<file path="src/rtl/relatorio_serial_tx_pkg.sv">
`default_nettype none
// ============================================================================
// Module      : relatorio_serial_tx_pkg
// Description : Shared constants, FSM state encoding and ASCII encoders for
//               the serial weight-report transmitter.
// Revision    : 1.0 - initial release
// ============================================================================
package relatorio_serial_tx_pkg;

  localparam logic [7:0] ASCII_ZERO = 8'h30;
  localparam logic [7:0] ASCII_HASH = 8'h23;
  localparam logic [7:0] ASCII_ERR  = 8'h3F;

  // Values are exported on db_estado, so they are fixed explicitly.
  typedef enum logic [3:0] {
    ST_INICIAL   = 4'd0,
    ST_CARREGA   = 4'd1,
    ST_TRANSMITE = 4'd2,
    ST_PROXIMO   = 4'd3,
    ST_FINAL     = 4'd4
  } estado_t;

  // A digit value outside 0..9 is reported as '?'.
  function automatic logic [7:0] encode_digit(input logic [7:0] d);
    if (d <= 8'd9) begin
      return ASCII_ZERO + d;
    end
    return ASCII_ERR;
  endfunction

  function automatic logic [7:0] encode_flag(input logic f);
    return f ? (ASCII_ZERO + 8'd1) : ASCII_ZERO;
  endfunction

endpackage
`default_nettype wire

</file>
<file path="src/rtl/tx_serial_8N1_byte.sv">
`default_nettype none
// ============================================================================
// Module      : tx_serial_8N1_byte
// Description : Single-byte 8N1 serial transmitter. o_Tx_Done is high during
//               the last cycle of the stop bit; a request seen in that cycle
//               starts the next start bit with no idle gap.
// Revision    : 1.0 - initial release
// ============================================================================
module tx_serial_8N1_byte #(
  parameter int CLKS_PER_BIT = 434
) (
  input  logic       clock,
  input  logic       reset,
  input  logic       i_Tx_DV,
  input  logic [7:0] i_Tx_Byte,
  output logic       o_Tx_Serial,
  output logic       o_Tx_Active,
  output logic       o_Tx_Done
);

  localparam int c_BAUD_W = (CLKS_PER_BIT > 1) ? $clog2(CLKS_PER_BIT) : 1;
  localparam logic [c_BAUD_W-1:0] c_BAUD_MAX = c_BAUD_W'(CLKS_PER_BIT - 1);

  typedef enum logic [1:0] {
    S_IDLE  = 2'd0,
    S_START = 2'd1,
    S_DATA  = 2'd2,
    S_STOP  = 2'd3
  } tx_state_t;

  tx_state_t           r_state;
  logic [c_BAUD_W-1:0] r_baud;
  logic [3:0]          r_bit;    // 0 = start, 1..8 = data, 9 = stop
  logic [7:0]          r_shift;
  logic                r_serial;
  logic                r_active;
  logic                w_bit_end;

  assign w_bit_end   = (r_baud == c_BAUD_MAX);
  assign o_Tx_Serial = r_serial;
  assign o_Tx_Active = r_active;
  assign o_Tx_Done   = (r_state == S_STOP) && w_bit_end;

  // Bit sequencer: start bit, eight data bits LSB first, stop bit.
  always_ff @(posedge clock) begin
    if (!reset) begin
      r_state  <= S_IDLE;
      r_baud   <= '0;
      r_bit    <= 4'd0;
      r_shift  <= 8'd0;
      r_serial <= 1'b1;
      r_active <= 1'b0;
    end else begin
      case (r_state)
        S_IDLE: begin
          r_baud   <= '0;
          r_bit    <= 4'd0;
          r_serial <= 1'b1;
          if (i_Tx_DV) begin
            r_shift  <= i_Tx_Byte;
            r_serial <= 1'b0;
            r_active <= 1'b1;
            r_state  <= S_START;
          end
        end
        S_START: begin
          if (w_bit_end) begin
            r_baud   <= '0;
            r_bit    <= 4'd1;
            r_serial <= r_shift[0];
            r_shift  <= {1'b0, r_shift[7:1]};
            r_state  <= S_DATA;
          end else begin
            r_baud <= r_baud + 1'b1;
          end
        end
        S_DATA: begin
          if (w_bit_end) begin
            r_baud <= '0;
            if (r_bit == 4'd8) begin
              r_bit    <= 4'd9;
              r_serial <= 1'b1;
              r_state  <= S_STOP;
            end else begin
              r_bit    <= r_bit + 4'd1;
              r_serial <= r_shift[0];
              r_shift  <= {1'b0, r_shift[7:1]};
            end
          end else begin
            r_baud <= r_baud + 1'b1;
          end
        end
        S_STOP: begin
          if (w_bit_end) begin
            r_baud <= '0;
            r_bit  <= 4'd0;
            if (i_Tx_DV) begin
              // Back-to-back byte: start bit follows the stop bit directly.
              r_shift  <= i_Tx_Byte;
              r_serial <= 1'b0;
              r_state  <= S_START;
            end else begin
              r_active <= 1'b0;
              r_state  <= S_IDLE;
            end
          end else begin
            r_baud <= r_baud + 1'b1;
          end
        end
        default: r_state <= S_IDLE;
      endcase
    end
  end

endmodule
`default_nettype wire

</file>
<file path="src/rtl/relatorio_serial_tx.sv">
`default_nettype none
// ============================================================================
// Module      : relatorio_serial_tx
// Description : On request, snapshots weight digits and in-range flag and
//               sends the 4-character report tens, units, flag, '#' over an
//               8N1 serial line with no gap between characters.
// Revision    : 1.0 - initial release
// ============================================================================
module relatorio_serial_tx
  import relatorio_serial_tx_pkg::*;
#(
  parameter int CLKS_PER_BIT = 434
) (
  input  logic        clock,
  input  logic        reset,
  input  logic        partida,
  input  logic [15:0] peso,
  input  logic        dentro,
  output logic        saida_serial,
  output logic        ocupado,
  output logic        pronto,
  output logic [3:0]  db_estado
);

  estado_t    r_state;
  logic [7:0] r_dezena;
  logic [7:0] r_unidade;
  logic       r_dentro;
  logic [1:0] r_idx;
  logic       r_kick;
  logic       r_pronto;

  logic       w_tx_done;
  logic       w_tx_active;
  logic       w_tx_serial;
  logic       w_load_next;
  logic       w_tx_dv;
  logic [1:0] w_sel;
  logic [7:0] w_tx_byte;

  // Next-byte handoff happens in the stop-bit's last cycle so the next start
  // bit lands on the very edge that ends the previous stop bit.
  always_comb begin
    w_load_next = (r_state == ST_TRANSMITE) && w_tx_done && (r_idx != 2'd3);
    w_sel       = w_load_next ? (r_idx + 2'd1) : r_idx;
    w_tx_dv     = r_kick | w_load_next;
    w_tx_byte   = ASCII_HASH;
    case (w_sel)
      2'd0:    w_tx_byte = encode_digit(r_dezena);
      2'd1:    w_tx_byte = encode_digit(r_unidade);
      2'd2:    w_tx_byte = encode_flag(r_dentro);
      default: w_tx_byte = ASCII_HASH;
    endcase
  end

  // Report FSM; the load step is folded into the request edge.
  always_ff @(posedge clock) begin
    if (!reset) begin
      r_state   <= ST_INICIAL;
      r_dezena  <= 8'd0;
      r_unidade <= 8'd0;
      r_dentro  <= 1'b0;
      r_idx     <= 2'd0;
      r_kick    <= 1'b0;
      r_pronto  <= 1'b0;
    end else begin
      r_kick   <= 1'b0;
      r_pronto <= 1'b0;
      case (r_state)
        ST_INICIAL: begin
          if (partida) begin
            r_dezena  <= peso[15:8];
            r_unidade <= peso[7:0];
            r_dentro  <= dentro;
            r_idx     <= 2'd0;
            r_kick    <= 1'b1;
            r_state   <= ST_TRANSMITE;
          end
        end
        ST_TRANSMITE: begin
          if (w_tx_done) begin
            if (r_idx == 2'd3) begin
              r_pronto <= 1'b1;
              r_state  <= ST_FINAL;
            end else begin
              r_idx   <= r_idx + 2'd1;
              r_state <= ST_PROXIMO;
            end
          end
        end
        ST_PROXIMO: r_state <= ST_TRANSMITE;
        ST_FINAL:   r_state <= ST_INICIAL;
        default:    r_state <= ST_INICIAL;
      endcase
    end
  end

  tx_serial_8N1_byte #(
    .CLKS_PER_BIT(CLKS_PER_BIT)
  ) u_tx_byte (
    .clock       (clock),
    .reset       (reset),
    .i_Tx_DV     (w_tx_dv),
    .i_Tx_Byte   (w_tx_byte),
    .o_Tx_Serial (w_tx_serial),
    .o_Tx_Active (w_tx_active),
    .o_Tx_Done   (w_tx_done)
  );

  assign saida_serial = w_tx_serial;
  assign ocupado      = w_tx_active;
  assign pronto       = r_pronto;
  assign db_estado    = r_state;

endmodule
`default_nettype wire

</file>
<file path="config.mk">
export PLATFORM = sky130hd
export DESIGN_NAME = relatorio_serial_tx
export DESIGN_NICKNAME = d
export VERILOG_FILES = /design/src/rtl/relatorio_serial_tx_pkg.sv /design/src/rtl/tx_serial_8N1_byte.sv /design/src/rtl/relatorio_serial_tx.sv
export SDC_FILE = /design/constraint.sdc
export NUM_CORES = 1
export LEC_CHECK = 0
export ABC_AREA = 0
export BUFFER_PORTS_ARGS = -buffer_cell sky130_fd_sc_hd__buf_2
export CAP_MARGIN = 20
export CORE_MARGIN = 1.5
export CORE_UTILIZATION = 60
export CTS_BUF_LIST = sky130_fd_sc_hd__clkbuf_4 sky130_fd_sc_hd__clkbuf_8
export DETAILED_ROUTE_END_ITERATION = 8
export PLACE_DENSITY = 0.78
export SYNTH_ARGS = -nofsm -noshare
export SYNTH_HDL_FRONTEND = slang
export SYNTH_SLANG_ARGS = --single-unit
</file>
<file path="constraint.sdc">
create_clock -name clock -period 6.35 [get_ports clock]
set_clock_uncertainty 0.1 [all_clocks]
set_input_delay 0.635 -clock clock [delete_from_list [all_inputs] [get_ports clock]]
set_output_delay 0.635 -clock clock [all_outputs]
set_load 0.03 [all_outputs]
</file>
==> results.cfg <==
[pwr]
max-vdd-ir-drop_mv = 0.1646
total_power_mw = 0.8413
combPwrFrac_pct = 34.7
clkPwrFrac_pct = 21.2
p_int_mw = 0.5299
switching_power_mw = 0.3114
p_sw_share_pct = 37.01
p_leak_nw = 1.071
power_density_mw_per_mm2 = 288.9
p_seq_share_pct = 44.1

[floorplan]
die_w_um = 70.24
num_rows = 24
core_region_area_sq_mm = 0.004354
ioPinCount = 27
dieArea_sq_mm = 0.004934
start_util_pct = 62.30
die_h_um = 70.24

[timing]
holdWs_ns = 0.3488
tightestPinTransition_ns = 0.6064
setup_viol = 0
layout_setup_ws_ns = 3.763
finalSetupTns_ns = 0
max_freq_ghz = 0.3865
relSlewSlack_pct = 59.20
period_share_pct = 40.74
hold_viol = 0
rsz0062_at_grt = false
slew_viol_final = 0
period_minus_slack_ns = 2.587

[worst_setup_path]
crit_chain = ha_1 > nor2b_1 > a41oi_2 > a211oi_4 > nand3_2 > o32ai_1
max_stage_delay_ns = 0.57
cpMaxStageDelayCell = a211oi_4
reg2reg_from = r_idx[0]$_SDFFE_PN0P_
cp_data_required_time_ns = 6.45
reg2reg_depth = 6
worstReg2RegEnd = u_tx_byte.r_shift[0]$_SDFFE_PN0P_
crit_type = register to register
crit_family = compound AO/OA/AOI/OAI gates
cp.depth = 6
cp-start-kind = register
crit_arrival_ns = 2.69
path_max_fanout = 17
ff2ff_setup_slack_ns = 3.76
end_kind = register
cp_num_buf_inv = 0

[clock_tree]
cts_buffers = 5
clock_path_buffers = 2
ctsResizeCount = 0
clock_latency_ns = 0.30
cts_hold_buf = 0
cts-root-buf = clkbuf_8
htree_num_levels = 2
cts_setup_buffers = 0
cts_tree = built
cts_num_sinks = 49
cts.clk_slew.worst_paths_ns = 0.10

[hold_path]
hold_depth = 2
min_path_type = register to register
hold_start = u_tx_byte.r_shift[7]$_SDFFE_PN0P_
worstHoldEndpoint = u_tx_byte.r_shift[7]$_SDFFE_PN0P_

[grt]
grt_pass1_wl_um = 9591
grt_max_degree = 33
antenna_found_initial = 0
grt_use_total_pct = 23.46
grt-ovfl-total = 0
grt_pass1_vias = 2130

[finish]
layout.cells.non_filler = 402
drive_gt1_share_pct = 13.71
num-nets-final = 382
postLayoutCellArea_sq_mm = 0.002912
area_delta_synth_final_pct = 7.334
final_util_pct = 66.87
fill_cells = 386
diodes = 0

[detailed_routing]
via_count = 2343
detail_route.first_pass.iterations = 4
drt_iter0_drc = 153
routed_via_density = 5.828
drc = 0
routed_wl_um = 5551
postRouteAntennaNets = 0
wl_per_cell_um = 13.81

[yosys]
synth_cell_types = 65
synth_edf_count = 0
synthCells = 334
ys_ff_latch = 49
synthArstFlopShare_pct = 0
synthesis.area_sq_mm = 0.002713
avgSynthCellArea_sq_um = 8.122
ys.flop_type = dfxtp_1
syn_nets = 367
yosysWarnings = 0
ys_seq_area_share_pct = 36.16

[placed_design]
placed_cell_area_sq_mm = 0.002825
dp_cells = 394
dp_hpwl_um = 4043
routabilityCongestion = 0.8434
pre_cts_slack_ns = 3.846
port_buffers = 25

[flow_run]
cap_viol_max_count = 0

[run_status]
status = complete, no violations
-- Yosys cell counts, drive strengths merged (2+ instances only) --
cell     number  area share, %
nand3b        3           0.83
o41ai         3            1.7
nor2         32            4.4
nand2        59            8.2
a31o          2           0.65
o21a          3           0.83
nand3         8            1.7
nor3          5           0.92
or3           4           0.92
nor4          8            2.4
o2bb2ai       2           0.65
nand4b        3           0.97
buf           5            1.5
o22ai         3           0.92
o21ai         7            1.3
nand2b        3           0.69
a31oi         3           0.69
nand4         5            1.2
or3b          2           0.74
o221ai        2           0.65
o211ai        5            1.4
mux2i         2           0.74
a41oi         2           0.92
a2111oi       2           0.65
a21oi        31            5.7
clkbuf       14            1.9
nor2b         2           0.46
inv          16            2.2
xnor2         5            1.6
dfxtp        49             36
nor3b         2           0.55
a211oi        3            1.3
xor2          3           0.97
o32ai         2           0.65
ha           13            6.0
-- flip-flops by register name, summed over array words and instances (netlist names), 2 cells and up --
signal	count
u_tx_byte.r_baud	9
r_unidade	8
u_tx_byte.r_bit	4
r_idx	2
r_dezena	8
u_tx_byte.r_shift	8
db_estado	3
u_tx_byte.r_state	2
-- power groups by stage --
stage	logic [mW]	registers, mW	clock network (mW)
5_1_grt	0.324	0.375	0.195
2_1_floorplan	0.231	0.377	0
4_1_cts	0.289	0.371	0.185
3_3_place_gp	0.283	0.376	0
6_report	0.292	0.371	0.178
3_5_place_dp	0.288	0.378	0
-- worst max-delay path by stage --
stage	from	end	slack [ns]
2_1_floorplan	db_estado[1]$_SDFFE_PN0P_	u_tx_byte.r_shift[1]$_SDFFE_PN0P_	4.18
3_3_place_gp	r_idx[0]$_SDFFE_PN0P_	u_tx_byte.r_shift[0]$_SDFFE_PN0P_	3.92
3_5_place_dp	r_idx[0]$_SDFFE_PN0P_	u_tx_byte.r_shift[0]$_SDFFE_PN0P_	3.85
4_1_cts	r_idx[0]$_SDFFE_PN0P_	u_tx_byte.r_shift[0]$_SDFFE_PN0P_	3.79
5_1_grt	r_idx[0]$_SDFFE_PN0P_	u_tx_byte.r_shift[0]$_SDFFE_PN0P_	3.58
6_report	r_idx[0]$_SDFFE_PN0P_	u_tx_byte.r_shift[0]$_SDFFE_PN0P_	3.76
-- logic make-up after synthesis --
| logic type | Yosys count | share of synthesized area, % |
|---|---|---|
| AO/OA/AOI/OAI | 82 | 21.91 |
| XOR/XNOR | 8 | 2.583 |
| adder cells (fa/ha/maj) | 13 | 5.996 |
| buffers and inverters | 35 | 5.627 |
| flip-flops | 49 | 36.16 |
| multiplexers | 3 | 1.153 |
| other | 1 | 0.1382 |
| AND/OR/NAND/NOR | 143 | 26.43 |
-- routing by layer --
metal / GRT usage (%) / vias to the layer above / wire length [um] / part of all wire, %
li1: - / 1222 / - / -
met1: 34.24 / 1076 / 2801 / 50
met2: 36.16 / 43 / 2527 / 46
met3: 3.463 / 2 / 194 / 3.5
met4: 6.410 / 0 / 26 / 0.47
met5: 0 / - / 0 / 0
-- final cells by class --
cell class | instances | area, sq um | share of cell area, %
Multi-Input combinational cell | 250 | 1579 | 54.23
Sequential cell | 49 | 980.9 | 33.69
Timing Repair Buffer | 27 | 140.1 | 4.813
Clock buffer | 5 | 68.82 | 2.364
Tap cell | 52 | 65.06 | 2.235
Inverter | 16 | 60.06 | 2.063
Clock inverter | 3 | 17.52 | 0.6016
-- worst min-delay path, cell delays in order, from the launching register on --
cell,delay (ns)
dfxtp_1,0.33
nand2_1,0.06
nor2_1,0.03
-- layout by cell type (no fill, tap or decap), types with 3 or more instances in the layout --
cell type	n
o21a_1	3
dfxtp_1	49
nand4_1	5
a31oi_1	3
nand3_1	7
xnor2_1	5
o211ai_1	5
clkbuf_8	5
nor4_1	7
or3_1	4
nand3b_1	3
nor3_1	5
nand2_1	59
nand2b_1	3
buf_2	25
nor2_1	32
xor2_1	3
inv_1	16
o21ai_0	7
nand4b_1	3
a21oi_1	31
ha_1	13
(Power assumes the default switching activity.)
